$ cat config.mk
export PLATFORM = sky130hd
export DESIGN_NAME = binary_to_bcd
export DESIGN_NICKNAME = d
export VERILOG_FILES = /design/src/rtl/bin2bcd_pkg.sv /design/src/rtl/bcd_digit_adj.sv /design/src/rtl/binary_to_bcd.sv
export SDC_FILE = /design/constraint.sdc
export NUM_CORES = 1
export LEC_CHECK = 0
export BUFFER_PORTS_ARGS = -buffer_cell sky130_fd_sc_hd__buf_4
export CAP_MARGIN = 30
export CELL_PAD_IN_SITES_DETAIL_PLACEMENT = 0
export CELL_PAD_IN_SITES_GLOBAL_PLACEMENT = 1
export CORE_ASPECT_RATIO = 0.6
export CORE_MARGIN = 4
export CORE_UTILIZATION = 35
export DETAILED_ROUTE_END_ITERATION = 10
export PLACE_DENSITY = 0.81
export SYNTH_ARGS = -nofsm -noshare
export SYNTH_HDL_FRONTEND = slang
export SYNTH_SLANG_ARGS = --single-unit
$ cat constraint.sdc
create_clock -name clk -period 1.6 [get_ports clk]
set_clock_uncertainty 0.15 [all_clocks]
set_input_delay 0.24 -clock clk [delete_from_list [all_inputs] [get_ports clk]]
set_output_delay 0.24 -clock clk [all_outputs]
set_load 0.05 [all_outputs]
$ cat src/rtl/bin2bcd_pkg.sv
// Shared types and constants for the binary-to-BCD converter.
package bin2bcd_pkg;
    localparam int DIGIT_W    = 4;
    localparam int ADJ_THRESH = 4;

    typedef enum logic [1:0] {
        IDLE = 2'd0,
        OP   = 2'd1,
        DONE = 2'd2
    } state_t;
endpackage

$ cat src/rtl/bcd_digit_adj.sv
// Double-dabble digit correction: add 3 to any digit above the threshold
// so the following left shift carries correctly into the next decade.
module bcd_digit_adj
    import bin2bcd_pkg::*;
(
    input  logic [DIGIT_W-1:0] i_digit,
    output logic [DIGIT_W-1:0] o_digit
);
    // 4-bit wrap is intentional; legal digits never reach the wrap point.
    assign o_digit = (i_digit > DIGIT_W'(ADJ_THRESH)) ? i_digit + DIGIT_W'(3) : i_digit;
endmodule

$ cat src/rtl/binary_to_bcd.sv
// Sequential binary-to-BCD converter: shift-and-add-3, one bit per clock,
// MSB first, with a one-cycle done pulse and registered ready.
module binary_to_bcd
    import bin2bcd_pkg::*;
#(
    parameter int N_BITS   = 13,
    parameter int N_DIGITS = 4
) (
    input  logic                clk,
    input  logic                reset_n,
    input  logic                start,
    input  logic [N_BITS-1:0]   bin_in,
    output logic                ready,
    output logic                done,
    output logic [DIGIT_W-1:0]  bcd_out [N_DIGITS]
);
    localparam int CNT_W = $clog2(N_BITS + 1);

    state_t                              r_state;
    logic [N_BITS-1:0]                   r_shift;
    logic [CNT_W-1:0]                    r_cnt;
    logic [N_DIGITS-1:0][DIGIT_W-1:0]    r_digits;
    logic                                r_ready;
    logic                                r_done;
    logic [N_DIGITS-1:0][DIGIT_W-1:0]    w_adj;
    logic [N_DIGITS-1:0][DIGIT_W-1:0]    w_next;

    // Each digit is adjusted, then the whole {digits, shift} chain moves left.
    for (genvar g = 0; g < N_DIGITS; g++) begin : g_dig
        bcd_digit_adj u_adj (
            .i_digit (r_digits[g]),
            .o_digit (w_adj[g])
        );
        if (g == 0) begin : g_lsd
            assign w_next[g] = {w_adj[g][DIGIT_W-2:0], r_shift[N_BITS-1]};
        end else begin : g_upper
            assign w_next[g] = {w_adj[g][DIGIT_W-2:0], w_adj[g-1][DIGIT_W-1]};
        end
        assign bcd_out[g] = r_digits[g];
    end

    always_ff @(posedge clk or negedge reset_n) begin
        if (!reset_n) begin
            r_state  <= IDLE;
            r_shift  <= '0;
            r_cnt    <= '0;
            r_digits <= '0;
            r_ready  <= 1'b1;
            r_done   <= 1'b0;
        end else begin
            case (r_state)
                IDLE: begin
                    r_done <= 1'b0;
                    if (start) begin
                        r_shift  <= bin_in;
                        r_digits <= '0;
                        r_cnt    <= CNT_W'(N_BITS);
                        r_ready  <= 1'b0;
                        r_state  <= OP;
                    end
                end
                OP: begin
                    r_digits <= w_next;
                    r_shift  <= {r_shift[N_BITS-2:0], 1'b0};
                    r_cnt    <= r_cnt - CNT_W'(1);
                    // The edge that performs the last shift also raises done.
                    if (r_cnt == CNT_W'(1)) begin
                        r_state <= DONE;
                        r_done  <= 1'b1;
                    end
                end
                DONE: begin
                    r_done  <= 1'b0;
                    r_ready <= 1'b1;
                    r_state <= IDLE;
                end
                default: begin
                    r_done  <= 1'b0;
                    r_ready <= 1'b1;
                    r_state <= IDLE;
                end
            endcase
        end
    end

    assign ready = r_ready;
    assign done  = r_done;
endmodule
Word level (Yosys, flattened, before mapping). Cells that the tools add are included.

Equality and inequality tests: 4. Magnitude comparators: 4. Multiplexer cells: 17. Reductions and logical operators: 5. Add/subtract/negate cells: 5. Bitwise gates (word level): 1.

Operators with widths (count): $pmux W16 S2 (1); $pmux W13 S2 (1); $gt A4 B3 Y1 const B (4); $mux W16 (1); $mux W4 (4); $mux W13 (1); $add A4 B2 Y4 const B (3); $pmux W4 S2 (1); $reduce_and A2 Y1 (3); $eq A4 B1 Y1 const B (1); $mux W2 (2); $ne A2 B2 Y1 const B (2); $pmux W2 S2 (1); $sub A4 B1 Y4 const B (1); $add A3 B2 Y3 const B (1); $mux W1 (3); $mux W3 (1); $eq A2 B1 Y1 const B (1); $logic_not A2 Y1 (1); $pmux W1 S2 (1); $reduce_bool A2 Y1 (1); $not A1 Y1 (1).

Flip-flop bits (word level): 37. Input port bits: 16.

Longest topological paths before layout.
Depth in word-level cells: 3. Depth in mapped cells: 6. Gate-level depth less buffers: 5.

Hierarchy. Synthesis repeated with hierarchy kept, for this count alone.

Cell total of the unflattened synthesis: 187. Area, all modules: 1930.6 µm².

Modules (own cells, without submodules): binary_to_bcd (area an instance 1515.2 µm², sequential area each 927.1 µm², instances 1, cells each 127); bcd_digit_adj (area an instance 103.8 µm², sequential area each 0.0 µm², instances 4, cells each 15).

Least setup slack after synthesis. OpenSTA, ideal clock, no wires.

Kind: flip-flop to flip-flop. Start point: register r_digits (netlist bit bcd_out[0]). End point: register r_digits (netlist bit bcd_out[2]). Cell stages (with the launch flop): 6. Data required time: 1328 ps. Data arrival time: 1522 ps. Path slack: -193 ps. Period minus slack after synthesis: 1793 ps. Cell sequence: dfrtp_1 inv_1 ha_1 nor2b_1 o21ai_0 a32o_1.

Cells in the longest elaborated chain, start to end: 3. Elaborated cells between the ends (all ways): 4.

Ends and longest elaborated chain: start: declaration (RTL line binary_to_bcd.sv:22) `logic [N_DIGITS-1:0][DIGIT_W-1:0] r_digits;`; start signal: assignment (RTL line binary_to_bcd.sv:63) `r_digits <= w_next;`; $gt A4 B3 Y1 / $add A3 B2 Y3 (equally long branches) (RTL line bcd_digit_adj.sv:10) `assign o_digit = (i_digit > DIGIT_W'(ADJ_THRESH)) ? i_digit + DIGIT_W'(3) : i_digit;`; $mux W3 (*) (RTL line bcd_digit_adj.sv:10); $pmux W16 S2 (*) (RTL line binary_to_bcd.sv:51) `case (r_state)`.

Every way passes the cells marked *; elsewhere a longest branch is shown, timed or not. A chain may end at the register's enable or synchronous reset.

Final worst setup path.
Start point: register r_state[1]. End point: register r_digits (netlist bit bcd_out[11]).

Cells in the longest elaborated chain, start to end: 3. Elaborated cells between the ends (all ways): 6.

Ends and longest elaborated chain: start: declaration (RTL line binary_to_bcd.sv:19) `state_t r_state;`; start signal: assignment (RTL line binary_to_bcd.sv:44) `r_state <= IDLE;`; start signal: assignment (RTL line binary_to_bcd.sv:59) `r_state <= OP;`; start signal: assignment (RTL line binary_to_bcd.sv:68) `r_state <= DONE;`; $eq A2 B1 Y1 / $logic_not A2 Y1 (equally long branches) (RTL line binary_to_bcd.sv:51); $reduce_bool A2 Y1 (no line) / $ne A2 B2 Y1 (equally long branches); $reduce_and A2 Y1 (no line).

Several ways; a longest one is shown, not always the timed one.

==> impl_metrics.csv <==
group,metric,value,unit
run_status,status,"completed",
worst_setup_path,crit_buf_inv,2,
yosys,synth_edf_count,0,
hold_path,hp-class,"in -> reg",
global_routing,first_global_vias,1492,
clocking,cts_setup_buffers,0,
worst_setup_path,path_max_fanout,10,
yosys,syn_area_per_cell,9.77,um2
detailed_routing,wl_per_cell,15.2,um
clocking,clockBufferDepth,2,
worst_setup_path,cp.arrival,1.57,ns
place,hpwl,3.26,mm
yosys,synthFlopType,"dfrtp_1",
worst_setup_path,cp_slowest_cell,"dfrtp_1",
final_layout,diodes,0,
global_routing,gr-total-overflow,0,
clocking,cts_buffers,5,
final_layout,layout_commonest_cell,"buf_4",
yosys,yosysUniqueCellTypes,32,
die,die_w,101,um
yosys,synth_cells,186,
clocking,clk_pin_slew,0.08,ns
place,io_buffers,33,
worst_setup_path,path_cells,"buf_4 -> o21ba_2 -> buf_4 -> o31ai_1 -> a32o_1",
worst_setup_path,required,1.63,ns
sta,setup_viol,0,
die,die_area,0.00645,mm2
final_layout,fin_nets,258,
place,gp_congestion,0.767,
yosys,ys_ff_latch,37,
worst_setup_path,worstSetupEndpointType,"flip-flop",
global_routing,grt_pass1_wl,7.43,mm
detailed_routing,ant_nets,0,
yosys,seq_area_frac_synth,0.510,
power,p_leak,1.09,nW
sta,worstMarginPinSlew,0.481,ns
detailed_routing,dr.pass1.iters,4,
power,ir_drop,0.00112,V
final_layout,area_delta_synth_final,33.1,%
sta,timing_hold_violations_final,0,
detailed_routing,totalWireLength,4.56,mm
global_routing,grt_antenna_before_repair,0,
detailed_routing,vias,1561,
die,rows,19,
sta,fmax,0.650,GHz
global_routing,grt_usage,0.148,
final_layout,final_cell_mix,"50 x buf_4, 27 x dfrtp_1, 26 x nand2_1",
worst_setup_path,crit_path_start_kind,"flip-flop",
final_layout,utilization,0.506,
die,core,0.00478,mm2
flow_run,cap_violations,0,
sta,slew_headroom,0.680,
clocking,cts_tree,"built",
die,io_pins,34,
worst_setup_path,crit_top_cell,"buf_4",
clocking,h-tree-depth,2,
detailed_routing,drc,0,
yosys,synth.net_count,208,
clocking,cts_root_buf,"clkbuf_8",
worst_setup_path,criticalPathCategory,"reg -> reg",
sta,slew_viol_final,0,
power,total_power,0.00608,W
die,start_util,0.380,
final_layout,fillers,477,
yosys,yosysWarnings,0,
yosys,async_flop_share,1.00,
sta,min_period,1.54,ns
clocking,worstSkewPairLatency,0.29,ns
worst_setup_path,critPathTopFamily,"compound AO/OA/AOI/OAI gates",
clocking,cts_num_sinks,37,
yosys,netlist_area,0.00182,mm2
sta,tns,0,ns
detailed_routing,drt_iter0_drc,61,
power,power_density,2510,mW/mm2
worst_setup_path,max_stage_delay,0.38,ns
die,die-height,63.8,um
sta,fin_crit_sh,0.961,
global_routing,grt_max_degree,38,
detailed_routing,via_per_inst,5.20,
final_layout,drive_gt1_frac,0.359,
## cell usage after synthesis, types with 2 or more instances
| cell | count | area (um2) |
|---|---|---|
| mux2i_1 | 3 | 30.0 |
| nand2_1 | 26 | 97.6 |
| a22oi_1 | 3 | 22.5 |
| nor2_1 | 19 | 71.3 |
| buf_4 | 3 | 22.5 |
| or4_1 | 3 | 22.5 |
| o22ai_1 | 4 | 25.0 |
| a31oi_1 | 9 | 56.3 |
| o32ai_1 | 4 | 35.0 |
| dfrtp_1 | 36 | 901 |
| o31ai_1 | 4 | 30.0 |
| nor3_1 | 5 | 25.0 |
| o21ai_0 | 11 | 55.1 |
| a32o_1 | 6 | 60.1 |
| inv_1 | 12 | 45.0 |
| ha_1 | 6 | 75.1 |
| nor2b_1 | 5 | 31.3 |
| a21oi_1 | 2 | 10.0 |
| o311ai_1 | 3 | 26.3 |
| buf_2 | 6 | 30.0 |
| nor3b_1 | 2 | 15.0 |
| o21a_1 | 4 | 30.0 |
## flip-flops by register name, summed over array words and instances, names as in the netlist
| signal | flops |
|---|---|
| r_cnt | 4 |
| r_state | 2 |
| ready | 1 |
| done | 1 |
| bcd_out | 16 |
| r_shift | 13 |
## cells by family after synthesis
kind of cell    count (synthesis)  share of synthesized area
mux                             3                     0.0165
compound gates                 53                      0.209
fa+ha+maj                       6                     0.0413
simple gates                   65                      0.163
buf+inv                        22                     0.0599
flops                          37                      0.510
## layer usage
metal  routed length [um]  vias up  GRT usage
met5                    0        -          0
met4                   57        0     0.0448
met1                 2440      740      0.229
met3                  320        7     0.0511
met2                 1740       45      0.187
li1                     -      769          -
## worst paths after layout
path                                   from     endpoint  slack [ns]  cells after the start
worst min-delay path              bin_in[0]   r_shift[0]        0.05                      2
worst min register to register  r_shift[12]  bcd_out[12]        0.35                      2
max in group asynchronous           reset_n   bcd_out[5]        0.63                      2
worst max register to register   r_state[1]  bcd_out[11]        0.06                      5
worst max-delay path             r_state[1]  bcd_out[11]        0.06                      5
min in group asynchronous           reset_n  bcd_out[14]        0.30                      2
## power breakdown
group | internal (W) | switching (W)
logic | 0.00152 | 0.00213
clock network | 0.000352 | 0.000329
registers | 0.00142 | 0.000334
## final cells by class
| class | instances | area [um2] | area share |
|---|---|---|---|
| Tap cell | 63 | 78.8 | 0.0326 |
| Clock buffer | 8 | 90.1 | 0.0372 |
| Multi-Input combinational cell | 127 | 842 | 0.348 |
| Sequential cell | 37 | 938 | 0.388 |
| Inverter | 12 | 45.0 | 0.0186 |
| Timing Repair Buffer | 53 | 425 | 0.176 |
## per-stage QoR
stage	setup slack [ns]	cell area [um2]	hold WS, ns	cells
after floorplan	0.000835	1850	-0.206	186
after global placement	0.0770	2280	0.0835	291
after detailed placement	0.0364	2280	0.0887	291
after CTS	0.0169	2380	0.0486	300
after global routing	-0.000107	2420	0.0545	300
final	0.0622	2420	0.0503	300
## timing repair
item / CTS / global route
setup endpoints to repair: 0 / 5
endpoints found under the hold margin: 36 / 0
gates resized for setup: 0 / 7
hold buffers: 1 / 0
Power figures use the tool's default switching activity.
